**src/rtl/crypto_ex_unit.sv**
```systemverilog
// crypto_ex_unit
//   Multi-cycle scalar-crypto unit for the EX stage. Executes the SHA-256
//   sigma/sum operations (1 cycle) and the RV32 AES32 byte-wise
//   encrypt/decrypt operations (SboxLatency + 2 cycles) behind a
//   start/valid/ready handshake. All outputs are registered.
//
//   Build option: define RISCV_CRYPTO_AES_EN to include the AES datapath.
//   Without it, ops 4-7 complete in one cycle with result 0 and illegal_o=1.
//
// Parameters
//   SboxLatency  S-box cycles (1 or 2); 2 registers the S-box after the input
//                basis change. Ignored when AES is compiled out.
//   LogicGating  1: operands into the SHA/AES datapaths are ANDed with the
//                op enable to suppress toggling.
//
// Ports
//   clk_i        clock
//   rst_i        synchronous active-high reset
//   en_i         start pulse (accepted in IDLE, or in DONE with ready_id_i)
//   op_i         0 SIG0, 1 SIG1, 2 SUM0, 3 SUM1, 4 ESI, 5 ESMI, 6 DSI, 7 DSMI
//   bs_i         AES byte select
//   operand_a_i  rs1
//   operand_b_i  rs2
//   ready_id_i   ID stage consumes the result this cycle
//   kill_i       flush, abandons any operation (highest priority)
//   result_o     registered result
//   valid_o      result_o is valid
//   busy_o       unit not in IDLE
//   illegal_o    completed op is unsupported (qualified by valid_o)
module crypto_ex_unit #(
    parameter int SboxLatency = 1,
    parameter bit LogicGating = 1
) (
    input  logic        clk_i,
    input  logic        rst_i,
    input  logic        en_i,
    input  logic [2:0]  op_i,
    input  logic [1:0]  bs_i,
    input  logic [31:0] operand_a_i,
    input  logic [31:0] operand_b_i,
    input  logic        ready_id_i,
    input  logic        kill_i,
    output logic [31:0] result_o,
    output logic        valid_o,
    output logic        busy_o,
    output logic        illegal_o
);

    typedef enum logic [1:0] {IDLE, SBOX, MIX, DONE} state_e;
    state_e state;

    function automatic logic [31:0] ror32(logic [31:0] v, int n);
        return (v >> n) | (v << (32 - n));
    endfunction

    function automatic logic [31:0] sha_f(logic [1:0] sel, logic [31:0] v);
        logic [31:0] r;
        case (sel)
            2'd0:    r = ror32(v, 7)  ^ ror32(v, 18) ^ (v >> 3);
            2'd1:    r = ror32(v, 17) ^ ror32(v, 19) ^ (v >> 10);
            2'd2:    r = ror32(v, 2)  ^ ror32(v, 13) ^ ror32(v, 22);
            default: r = ror32(v, 6)  ^ ror32(v, 11) ^ ror32(v, 25);
        endcase
        return r;
    endfunction

    // A new op is taken in IDLE, or in DONE when the current result is consumed.
    logic accept;
    assign accept = !kill_i && en_i && ((state == IDLE) || (state == DONE && ready_id_i));

    logic [31:0] sha_a, sha_res;
    assign sha_a   = LogicGating ? (operand_a_i & {32{accept && !op_i[2]}}) : operand_a_i;
    assign sha_res = sha_f(op_i[1:0], sha_a);

`ifdef RISCV_CRYPTO_AES_EN
    function automatic logic [7:0] xtime(logic [7:0] v);
        return {v[6:0], 1'b0} ^ (v[7] ? 8'h1b : 8'h00);
    endfunction

    function automatic logic [7:0] gf_mul(logic [7:0] x, logic [7:0] y);
        logic [7:0] p, t;
        p = 8'h00;
        t = x;
        for (int i = 0; i < 8; i++) begin
            if (y[i]) p = p ^ t;
            t = xtime(t);
        end
        return p;
    endfunction

    // x^254 == x^-1 in GF(2^8); maps 0 to 0 as the S-box requires.
    function automatic logic [7:0] gf_inv(logic [7:0] v);
        logic [7:0] r, sq;
        r  = 8'h01;
        sq = v;
        for (int i = 1; i < 8; i++) begin
            sq = gf_mul(sq, sq);
            r  = gf_mul(r, sq);
        end
        return r;
    endfunction

    function automatic logic [7:0] affine(logic [7:0] v);
        return v ^ {v[6:0], v[7]} ^ {v[5:0], v[7:6]} ^ {v[4:0], v[7:5]}
                 ^ {v[3:0], v[7:4]} ^ 8'h63;
    endfunction

    function automatic logic [7:0] inv_affine(logic [7:0] v);
        return {v[6:0], v[7]} ^ {v[4:0], v[7:5]} ^ {v[1:0], v[7:2]} ^ 8'h05;
    endfunction

    logic [31:0] a_q;
    logic [1:0]  bs_q;
    logic [1:0]  aop_q;     // [1]: decrypt, [0]: mix-column variant
    logic [7:0]  x_q, s1_q, y_q;
    logic        cnt_q;

    logic [7:0] x_raw, x_sel;
    always_comb begin
        case (bs_i)
            2'd0:    x_raw = operand_b_i[7:0];
            2'd1:    x_raw = operand_b_i[15:8];
            2'd2:    x_raw = operand_b_i[23:16];
            default: x_raw = operand_b_i[31:24];
        endcase
    end
    assign x_sel = LogicGating ? (x_raw & {8{accept && op_i[2]}}) : x_raw;

    // Input basis change (inverse affine for decrypt), optional register,
    // then field inversion and output affine (encrypt only).
    logic [7:0] s1, s2_in, s2_inv, y;
    assign s1     = aop_q[1] ? inv_affine(x_q) : x_q;
    assign s2_in  = (SboxLatency == 2) ? s1_q : s1;
    assign s2_inv = gf_inv(s2_in);
    assign y      = aop_q[1] ? s2_inv : affine(s2_inv);

    logic [31:0] m, m_rot;
    always_comb begin
        case (aop_q)
            2'd1:    m = {gf_mul(8'h03, y_q), y_q, y_q, gf_mul(8'h02, y_q)};
            2'd3:    m = {gf_mul(8'h0b, y_q), gf_mul(8'h0d, y_q),
                          gf_mul(8'h09, y_q), gf_mul(8'h0e, y_q)};
            default: m = {24'h0, y_q};
        endcase
        case (bs_q)
            2'd0:    m_rot = m;
            2'd1:    m_rot = {m[23:0], m[31:24]};
            2'd2:    m_rot = {m[15:0], m[31:16]};
            default: m_rot = {m[7:0],  m[31:8]};
        endcase
    end
`else
    logic unused_aes_inputs;
    assign unused_aes_inputs = ^{bs_i, operand_b_i};
`endif

    always_ff @(posedge clk_i) begin
        if (rst_i) begin
            state     <= IDLE;
            result_o  <= '0;
            valid_o   <= 1'b0;
            busy_o    <= 1'b0;
            illegal_o <= 1'b0;
`ifdef RISCV_CRYPTO_AES_EN
            a_q   <= '0;
            bs_q  <= '0;
            aop_q <= '0;
            x_q   <= '0;
            s1_q  <= '0;
            y_q   <= '0;
            cnt_q <= 1'b0;
`endif
        end else if (kill_i) begin
            state     <= IDLE;
            valid_o   <= 1'b0;
            busy_o    <= 1'b0;
            illegal_o <= 1'b0;
        end else begin
            case (state)
                IDLE, DONE: begin
                    if (accept) begin
                        busy_o <= 1'b1;
                        if (!op_i[2]) begin
                            result_o  <= sha_res;
                            valid_o   <= 1'b1;
                            illegal_o <= 1'b0;
                            state     <= DONE;
                        end else begin
`ifdef RISCV_CRYPTO_AES_EN
                            a_q       <= operand_a_i;
                            bs_q      <= bs_i;
                            aop_q     <= op_i[1:0];
                            x_q       <= x_sel;
                            cnt_q     <= 1'b0;
                            valid_o   <= 1'b0;
                            illegal_o <= 1'b0;
                            state     <= SBOX;
`else
                            result_o  <= '0;
                            valid_o   <= 1'b1;
                            illegal_o <= 1'b1;
                            state     <= DONE;
`endif
                        end
                    end else if (state == DONE && ready_id_i) begin
                        valid_o <= 1'b0;
                        busy_o  <= 1'b0;
                        state   <= IDLE;
                    end
                end
`ifdef RISCV_CRYPTO_AES_EN
                SBOX: begin
                    if (SboxLatency == 2 && !cnt_q) begin
                        s1_q  <= s1;
                        cnt_q <= 1'b1;
                    end else begin
                        y_q   <= y;
                        state <= MIX;
                    end
                end
                MIX: begin
                    result_o <= a_q ^ m_rot;
                    valid_o  <= 1'b1;
                    state    <= DONE;
                end
`else
                SBOX, MIX: state <= IDLE;
`endif
                default: state <= IDLE;
            endcase
        end
    end

endmodule

```
**config.mk**
```make
export PLATFORM = sky130hd
export DESIGN_NAME = crypto_ex_unit
export DESIGN_NICKNAME = d
export VERILOG_FILES = /design/src/rtl/crypto_ex_unit.sv
export SDC_FILE = /design/constraint.sdc
export NUM_CORES = 1
export LEC_CHECK = 0
export CAP_MARGIN = 10
export CORE_MARGIN = 10
export CORE_UTILIZATION = 26
export DETAILED_ROUTE_END_ITERATION = 12
export PLACE_DENSITY = 0.47
export SLEW_MARGIN = 25
export SYNTH_ARGS = -nofsm -noshare
export SYNTH_HDL_FRONTEND = slang
export SYNTH_SLANG_ARGS = --single-unit
```
**constraint.sdc**
```tcl
create_clock -name clk_i -period 1.9 [get_ports clk_i]
set_clock_uncertainty 0.2 [all_clocks]
set_input_delay 0.475 -clock clk_i [delete_from_list [all_inputs] [get_ports clk_i]]
set_output_delay 0.475 -clock clk_i [all_outputs]
set_load 0.01 [all_outputs]
```
==> results of run 1 <==
[what timing repair did]
action	4_1_cts	5_1_grt
pin swaps	13	22
endpoints found under the setup margin	36	41
hold buffers	0	0
gates resized for setup	79	71
cloned	3	3
buffers inserted	6	14
[state kept, by name, indices dropped and copies added (netlist names)]
name and cells:
result_o 32, illegal_o 1, busy_o 1
[cells in the final DEF (no fill, tap or decap), types with 3 or more instances in the layout]
master,instances
a22oi_1,16
a221oi_2,13
nand2_1,33
o21ai_1,24
xnor3_1,19
dfxtp_1,34
a32o_1,5
buf_12,22
a21oi_2,8
nor2_1,4
o21ai_0,27
buf_4,115
xnor2_2,14
buf_6,17
o32ai_2,3
xor2_1,17
xnor2_4,4
xor2_2,5
a21oi_1,10
nor3_1,8
clkdlybuf4s50_1,26
and3_1,4
dlymetal6s2s_1,20
inv_1,3
xnor2_1,131
clkbuf_16,8
dlygate4sd2_1,27
nor3b_1,4
[routing by layer]
layer  global-route usage  vias up  part of all wire
li1                     -     2021                 -
met5                    0        -                 0
met4               0.0561        0             0.035
met1                0.205     2076              0.43
met3               0.0309       40             0.056
met2                0.270      154              0.48
[power groups by stage]
| stage | sequential, mW | clock [mW] | combinational (mW) |
|---|---|---|---|
| 2_1_floorplan | 0.779 | 0 | 0.873 |
| 3_3_place_gp | 0.769 | 0 | 1.52 |
| 3_5_place_dp | 0.769 | 0 | 1.52 |
| 4_1_cts | 0.754 | 0.866 | 1.63 |
| 5_1_grt | 0.757 | 0.891 | 1.85 |
| 6_report | 0.754 | 0.836 | 1.75 |
[worst reg2reg max path: stages, from the launching register on]
cell	delay (ps)
dfxtp_1	400
nor2b_2	240
nor4_4	70
buf_6	140
buf_6	130
buf_6	130
a32o_1	240
[area by class of cell]
type | instances | share of cell area
multi-input cells | 387 | 0.508
flip-flops and latches | 34 | 0.0959
clock buffers | 6 | 0.0196
inverters | 3 | 0.00159
repair buffers | 233 | 0.337
well taps | 216 | 0.0381
[metrics by stage]
stage	cell area, sq um	cells	TNS, ps	utilization	setup WS, ps
after floorplan	4150	480	0	-	40.9
after global placement	6130	847	-15280	0.389	-627
after detailed placement	6130	847	-15970	0.389	-601
after CTS	6630	862	-8.15	0.421	-8.15
after global routing	7090	879	-88.7	0.450	-29.6
final	7090	879	0	0.450	12.6
[logic make-up after synthesis]
| group | Yosys count | synth area share |
|---|---|---|
| buffers and inverters | 59 | 0.0747 |
| muxes | 3 | 0.0102 |
| and+or+nand+nor | 67 | 0.0796 |
| AOI/OAI and AO/OA | 124 | 0.193 |
| DFF | 34 | 0.164 |
| xor gates and xnor gates | 193 | 0.478 |
[worst max path at each step]
stage	from	endpoint
after floorplan	op_i[1]	result_o[5]
after global placement	operand_a_i[5]	result_o[3]
after detailed placement	operand_a_i[5]	result_o[3]
after CTS	operand_a_i[14]	result_o[4]
after global routing	rst_i	result_o[21]
final	operand_a_i[20]	result_o[7]
==> reports/qor.txt, run 1 <==
Vias - 4291
post-layout total power - 3.34 mW
combinational power share - 0.525
Final GP Congestion - 0.918
layout cells sized above 1 - 0.350
FF-to-FF path depth - 6
hold-critical path depth - 2
switching share of power - 0.343
post-layout min period - 1890 ps
CP required - 1870 ps
vias per cell - 4.88
Critical Path Stages - 6
CTS HTree Levels - 2
register area share after synthesis - 0.164
clock share of power - 0.250
global route total overflow - 0
R2R Setup Slk - 250 ps
Int Power - 2.20 mW
max-capacitance violation count - 0
# port buffers - 74
CTS buffer count - 5
worst hold slack - 252 ps
largest net degree at the start of global routing - 21
antenna-violating nets left - 0
peak supply drop - 0.365 mV
Tightest Pin Transition - 539 ps
final worst-path cycle share - 0.993
Total Nets Final - 738
critical path cell sequence - clkdlybuf4s50_1 > buf_12 > xnor2_1 > xnor2_1 > a221oi_2 > o21ai_1
Leak Pwr - 3.08 nW
max-slew violations - 0
worst hold start - result_o[13]
Synth Register Bits - 34
Crit-path slowest cell - clkdlybuf4s50_1
DR WL/cell - 20.7 microns
Synth cell types - 41
CP Buf/Inv Count - 2
fillers - 1523
placed wire-length estimate - 13100 microns
Die X - 146 microns
Fmax - 530 MHz
Starting Density - 0.263
arrival time worst endpoint - 1860 ps
final WL - 18200 microns
detailed router's first-iteration violation count - 411
CTS Root Cell - clkbuf_16
Flop pwr share - 0.225
Setup violations, final - 0
Async SR Flop Fraction - 0
Final Hold Viols - 0
CTS sink cnt - 34
worst relative slew slack - 0.640
synth cell count leaders - xnor2_1, o21ai_0, dfxtp_1
Mapped Nets - 554
CTS clk-pin slew, worst paths - 50 ps
Reg area - 681 sq um
delay-heaviest family, CP - buffers and inverters
reg2reg end - result_o[26]
Syn Std Cell Area - 0.00415 sq mm
ys flop type - dfxtp_1
worst reg2reg path startpoint - busy_o
Syn. warnings - 0
top cell type's share of synthesized area - 0.312
number of remaining DRC errors - 0
critical path type - input pin to flop
critical path's largest stage delay - 440 ps
CP Launch Type - input pin
initial antenna violation count - 0
die area - 0.0214 sq mm
hold worst-path end - result_o[13]
I/O pin count - 109
Mean Syn Cell Area - 8.65 sq um
Die Ht - 146 microns
Synth Instances - 480
vias in the first global route - 4499
Power Dens Cells - 471 mW/mm^2
crit path max fanout - 12
CORE AREA - 0.0158 sq mm
area of the multi-input gates - 0.00361 sq mm
NetSw - 1.15 mW
Crit. End Element - flop
area leader, netlist - xnor2_1
Core Rows - 46
count leader, synth - xnor2_1
ranking of synthesized cells by area - xnor2_1, dfxtp_1, xnor3_1
HP Class - flop to flop
router iterations before antenna repair - 5
Tot GR Track Use - 0.162
CTS max path bufs - 2
CTS tree - yes
Antenna Cells - 0
Worst-Skew Late Latency - 290 ps
Post-synth EDFFs - 0
RSZ-0062 raised after global routing - yes
status - finished, final reports clean
crit-path most repeated cell - xnor2_1
Layout area overhead - 70.9%
first-pass GRT wire length - 27200 microns
(Power assumes the default switching activity.)
==> run 2, diff against run 1 <==
==> constraint.sdc (replaced) <==
create_clock -name clk_i -period 1.5 [get_ports clk_i]
set_clock_uncertainty 0.2 [all_clocks]
set_input_delay 0.375 -clock clk_i [delete_from_list [all_inputs] [get_ports clk_i]]
set_output_delay 0.375 -clock clk_i [all_outputs]
set_load 0.01 [all_outputs]
==> run 2 against run 1 <==
  * Combinational power up 44%
  * Hold slack about the same
  * Highest routed layer unchanged
  * The flow now finishes with violations (setup timing)
  * Register-to-register slack worse by 390 ps
  * Die area unchanged
==> reports/qor.txt, run 2 (same netlist as run 1, synthesis figures left out) <==
largest net degree at the start of global routing - 22 (was 21)
Crit-path slowest cell - dfxtp_4 (was clkdlybuf4s50_1)
layout cells sized above 1 - 0.523 (was 0.350)
die area - 0.0214 sq mm (unchanged)
HP Class - flop to flop (unchanged)
Leak Pwr - 3.16 nW (was 3.08 nW)
router iterations before antenna repair - 6 (was 5)
# port buffers - 74 (unchanged)
arrival time worst endpoint - 1670 ps (was 1860 ps)
CTS tree - yes (unchanged)
CTS HTree Levels - 2 (unchanged)
critical path's largest stage delay - 350 ps (was 440 ps)
antenna-violating nets left - 0 (unchanged)
Final Hold Viols - 0 (unchanged)
failing checks - setup timing
Core Rows - 46 (unchanged)
max-capacitance violation count - 0 (unchanged)
RSZ-0062 raised after global routing - yes (unchanged)
CORE AREA - 0.0158 sq mm (unchanged)
Worst-Skew Late Latency - 300 ps (was 290 ps)
post-layout total power - 4.54 mW (was 3.34 mW)
Fmax - 609 MHz
CTS sink cnt - 34 (unchanged)
Total Nets Final - 762 (was 738)
Power Dens Cells - 582 mW/mm^2 (was 471 mW/mm^2)
number of remaining DRC errors - 0 (unchanged)
vias in the first global route - 5001 (was 4499)
global route total overflow - 0 (unchanged)
vias per cell - 5.08 (was 4.88)
critical path type - flop to flop (was input pin to flop)
delay-heaviest family, CP - buffers and inverters (unchanged)
Crit. End Element - flop (unchanged)
Setup violations, final - 31 (was 0)
initial antenna violation count - 0 (unchanged)
first-pass GRT wire length - 30700 microns (was 27200 microns)
CP required - 1530 ps (was 1870 ps)
CTS clk-pin slew, worst paths - 60 ps (was 50 ps)
crit-path most repeated cell - buf_6 (was xnor2_1)
Antenna Cells - 0 (unchanged)
max FFs per register - 32 (unchanged)
critical path cell sequence - nor2b_4 > nor4_4 > buf_6 > buf_12 > buf_6 > o21ai_2 > o21ai_1 (was clkdlybuf4s50_1 > buf_12 > xnor2_1 > xnor2_1 > a221oi_2 > o21ai_1)
final worst-path cycle share - 1.09
Layout Utilization - 0.495 (was 0.450)
CTS Root Cell - clkbuf_16 (unchanged)
CTS max path bufs - 2 (unchanged)
most frequent cells in the layout - buf_4, xnor2_1, nand2_1, buf_6, buf_12 (was xnor2_1, buf_4, dfxtp_1, nand2_1)
Tot GR Track Use - 0.186 (was 0.162)
detailed router's first-iteration violation count - 484 (was 411)
Die Ht - 146 microns (unchanged)
status - complete, but fails checks (was finished, final reports clean)
peak supply drop - 0.445 mV (was 0.365 mV)
crit path max fanout - 8 (was 12)
placed wire-length estimate - 13700 microns (was 13100 microns)
DR WL/cell - 22.3 microns (was 20.7 microns)
CP Buf/Inv Count - 3 (was 2)
Layout area overhead - 88.0% (was 70.9%)
final WL - 20100 microns (was 18200 microns)
Largest regs - result_o x32, busy_o x1, illegal_o x1 (unchanged)
Starting Density - 0.263 (unchanged)
Final GP Congestion - 0.895 (was 0.918)
Final TNS setup - -2750 ps (was 0 ps)
Vias - 4593 (was 4291)
post-cts hold buffer count - 0 (unchanged)
post-layout min period - 1640 ps
I/O pin count - 109 (unchanged)
most common cell after layout, fill and taps aside - buf_4 (was xnor2_1)
max-slew violations - 0 (unchanged)
Largest Register - result_o (unchanged)
Tightest Pin Transition - 370 ps (was 539 ps)
Final WS setup - -142 ps (was 12.6 ps)
worst relative slew slack - 0.751 (was 0.640)
Die X - 146 microns (unchanged)
CTS buffer count - 5 (unchanged)
CP Launch Type - flop (was input pin)
## run 2: cell types whose count changed in the layout (fill, tap and decap cells not counted), sizes merged
cell           before  now
buf               154  191
bufbuf              2    3
clkbuf             10   19
dlygate4sd2        27   12
inv                 3    2
clkdlybuf4s15       0   39
clkdlybuf4s50      26    0
clkinvlp            0    1
dlymetal6s2s       20    0
## run 2: metrics by stage
stage | cell area, sq um | hold slack [ps] | std cells | setup WS (ps)
finish | 7810 | 252 | 904 | -142
global placement | 6450 | 250 | 848 | -792
global route | 7810 | 280 | 904 | -190
CTS | 7790 | 258 | 908 | -156
floorplan | 4610 | 244 | 480 | -197
detailed placement | 6450 | 248 | 848 | -786
## run 2: path summary, 6_finish.rpt
path / startpoint / to / slack, ps / depth (start not counted)
max reg2reg: busy_o / result_o[0] / -140 / 7
max: busy_o / result_o[0] / -140 / 7
min: result_o[13] / result_o[13] / 250 / 2
min reg2reg: result_o[13] / result_o[13] / 250 / 2
## run 2: tightest hold or removal path, stage by stage (launching register included)
cell	delay, ps
dfxtp_1	310
nand2_1	50
o21ai_1	50
## run 2: layout make-up
cell class                      count  area [sq um]
Clock buffer                        7           133
Sequential cell                    34           693
Inverter                            3          15.0
Multi-Input combinational cell    387          4050
Tap cell                          216           270
Timing Repair Buffer              257          2650
Fill cell                        1437          7960
## run 2: layer usage
layer / global-route usage / up-vias / routed length, microns
li1: - / 2085 / -
met2: 0.313 / 224 / 9700
met5: 0 / - / 0
met4: 0.0736 / 0 / 615
met3: 0.0516 / 43 / 1690
met1: 0.218 / 2241 / 8110
## run 2: what timing repair did
action / in CTS / in global routing
cloned: 7 / 0
endpoints found under the setup margin: 67 / 60
pin swaps: 68 / 22
gates resized for setup: 300 / 63
setup buffers: 49 / 1
## run 2: report_power, final
part | internal [mW] | total (mW) | switching (mW)
Combinational | 1.35 | 2.52 | 1.17
Sequential | 0.936 | 0.957 | 0.0207
Clock | 0.610 | 1.07 | 0.460
==> run 3, diff against run 2 <==
--- a/config.mk
+++ b/config.mk
@@ -9,7 +9,7 @@
 export CORE_MARGIN = 10
 export CORE_UTILIZATION = 26
 export DETAILED_ROUTE_END_ITERATION = 12
-export PLACE_DENSITY = 0.47
+export PLACE_DENSITY = 0.45
 export SLEW_MARGIN = 25
 export SYNTH_ARGS = -nofsm -noshare
 export SYNTH_HDL_FRONTEND = slang
==> constraint.sdc (replaced) <==
create_clock -name clk_i -period 1.8 [get_ports clk_i]
set_clock_uncertainty 0.2 [all_clocks]
set_input_delay 0.45 -clock clk_i [delete_from_list [all_inputs] [get_ports clk_i]]
set_output_delay 0.45 -clock clk_i [all_outputs]
set_load 0.01 [all_outputs]
==> run 3 against run 2 <==
  * Core utilization shrank 2.1 points
  * Critical path depth shrank 1
  * Die area is the same
  * Non-clock buffer count grew 5
  * Count of clock-buffer cells in the layout grew 1
  * Power shrank 17%
  * Flip-flop and latch count is the same
  * First-iteration DRC count shrank 35%
  * Sequential share of layout area grew 0.22 points
  * The flow now finishes without violations
  * Cell count grew 0.66%
  * Sequential power shrank 17%
  * Via count shrank 3.4%
==> reports/qor.txt, run 3 (same netlist as run 1, synthesis figures left out) <==
vias in the first global route - 4604 (was 5001)
Antenna Cells - 0 (unchanged)
CTS sink cnt - 34 (unchanged)
Crit. End Element - flop (unchanged)
CTS HTree Levels - 2 (unchanged)
Post-DP Area - 0.00631 sq mm (was 0.00645 sq mm)
placed wire-length estimate - 14000 microns (was 13700 microns)
hold-critical path depth - 2 (unchanged)
status - finished, final reports clean (was complete, but fails checks)
layout cells sized above 1 - 0.403 (was 0.523)
global route total overflow - 0 (unchanged)
most frequent cells in the layout - buf_4, xnor2_1, dlygate4sd2_1, dfxtp_1, nand2_1 (was buf_4, xnor2_1, nand2_1, buf_6, buf_12)
largest net degree at the start of global routing - 21 (was 22)
crit path max fanout - 5 (was 8)
critical path type - input pin to flop (was flop to flop)
Layout area overhead - 80.2% (was 88.0%)
number of remaining DRC errors - 0 (unchanged)
vias per cell - 4.88 (was 5.08)
Starting Density - 0.263 (unchanged)
most common cell after layout, fill and taps aside - buf_4 (unchanged)
Fmax - 565 MHz
Vias - 4439 (was 4593)
# port buffers - 74 (unchanged)
CTS Root Cell - clkbuf_16 (unchanged)
peak supply drop - 0.317 mV (was 0.445 mV)
post-layout min period - 1770 ps
CTS clk-pin slew, worst paths - 60 ps (about the same)
Final GP Congestion - 0.876 (was 0.895)
router iterations before antenna repair - 5 (was 6)
Tightest Pin Transition - 406 ps (was 370 ps)
detailed router's first-iteration violation count - 317 (was 484)
CORE AREA - 0.0158 sq mm (unchanged)
Final Hold Viols - 0 (unchanged)
Die X - 146 microns (unchanged)
post-cts hold buffer count - 0 (unchanged)
Setup violations, final - 0 (was 31)
post-place setup slack - -717 ps (was -786 ps)
FF-to-FF path depth - 6 (was 7)
Largest Register - result_o (unchanged)
Tot GR Track Use - 0.175 (was 0.186)
I/O pin count - 109 (unchanged)
final WL - 19500 microns (was 20100 microns)
CTS buffer count - 5 (unchanged)
Total Nets Final - 767 (was 762)
final worst-path cycle share - 0.983
worst relative slew slack - 0.729 (was 0.751)
Largest regs - result_o x32, busy_o x1, illegal_o x1 (unchanged)
initial antenna violation count - 0 (unchanged)
CTS tree - yes (unchanged)
Leak Pwr - 3.34 nW (was 3.16 nW)
max-capacitance violation count - 0 (unchanged)
arrival time worst endpoint - 1760 ps (was 1670 ps)
CTS max path bufs - 2 (unchanged)
Design Area, Final - 0.00748 sq mm (was 0.00781 sq mm)
CP required - 1790 ps (was 1530 ps)
RSZ-0062 raised after global routing - yes (unchanged)
Worst-Skew Late Latency - 300 ps (about the same)
Final WS setup - 31.1 ps (was -142 ps)
antenna-violating nets left - 0 (unchanged)
Die Ht - 146 microns (unchanged)
max FFs per register - 32 (unchanged)
Core Rows - 46 (unchanged)
HP Class - input pin to flop (was flop to flop)
first-pass GRT wire length - 28800 microns (was 30700 microns)
die area - 0.0214 sq mm (unchanged)
DR WL/cell - 21.4 microns (was 22.3 microns)
max-slew violations - 0 (unchanged)
Power Dens Cells - 506 mW/mm^2 (was 582 mW/mm^2)
worst hold slack - 208 ps (was 252 ps)
CP Launch Type - input pin (was flop)
## run 3: metrics by stage
step	TNS, ps	util	power [mW]	std cells
2_1_floorplan	-263	-	1.75	480
3_3_place_gp	-16990	0.400	2.49	865
6_report	0	0.474	3.79	910
3_5_place_dp	-16960	0.400	2.48	865
4_1_cts	-2120	0.444	3.65	891
5_1_grt	-9.67	0.474	3.94	910
## run 3: worst paths after layout
path                                     start            to  slack (ps)
worst max-delay path            operand_a_i[9]  result_o[19]          30
worst min-delay path                    kill_i     illegal_o         210
worst max register to register          busy_o  result_o[22]          90
worst min register to register     result_o[0]   result_o[0]         250
## run 3: final cells by class
class	instances	area, sq um
flip-flops and latches	34	681
clock buffers	8	166
multi-input cells	387	3740
inverters	3	11.3
repair buffers	262	2610
fillers	1501	8290
well taps	216	270
## run 3: repair_timing
item | CTS | global route
gates resized for setup | 136 | 82
gates cloned | 3 | 2
setup endpoints to repair | 67 | 32
hold endpoints to repair | 0 | 0
setup buffers | 17 | 17
pin swaps | 13 | 33
## run 3: layer usage
| metal | share of wire | routed length [microns] | GRT usage |
|---|---|---|---|
| met4 | 0.020 | 384 | 0.0591 |
| met2 | 0.48 | 9310 | 0.284 |
| met3 | 0.059 | 1150 | 0.0396 |
| met1 | 0.44 | 8610 | 0.223 |
| met5 | 0 | 0 | 0 |
## run 3: worst max-delay path, stage by stage
cell,delay (ps)
dlygate4sd2_1,450
buf_4,210
xnor2_1,100
a221oi_2,330
buf_4,160
o21ai_1,60
## run 3: power by group
part	internal, mW	switching (mW)	total, mW
Clock	0.628	0.395	1.02
Combinational	1.07	0.903	1.97
Sequential	0.780	0.0149	0.794
Total	2.47	1.31	3.79
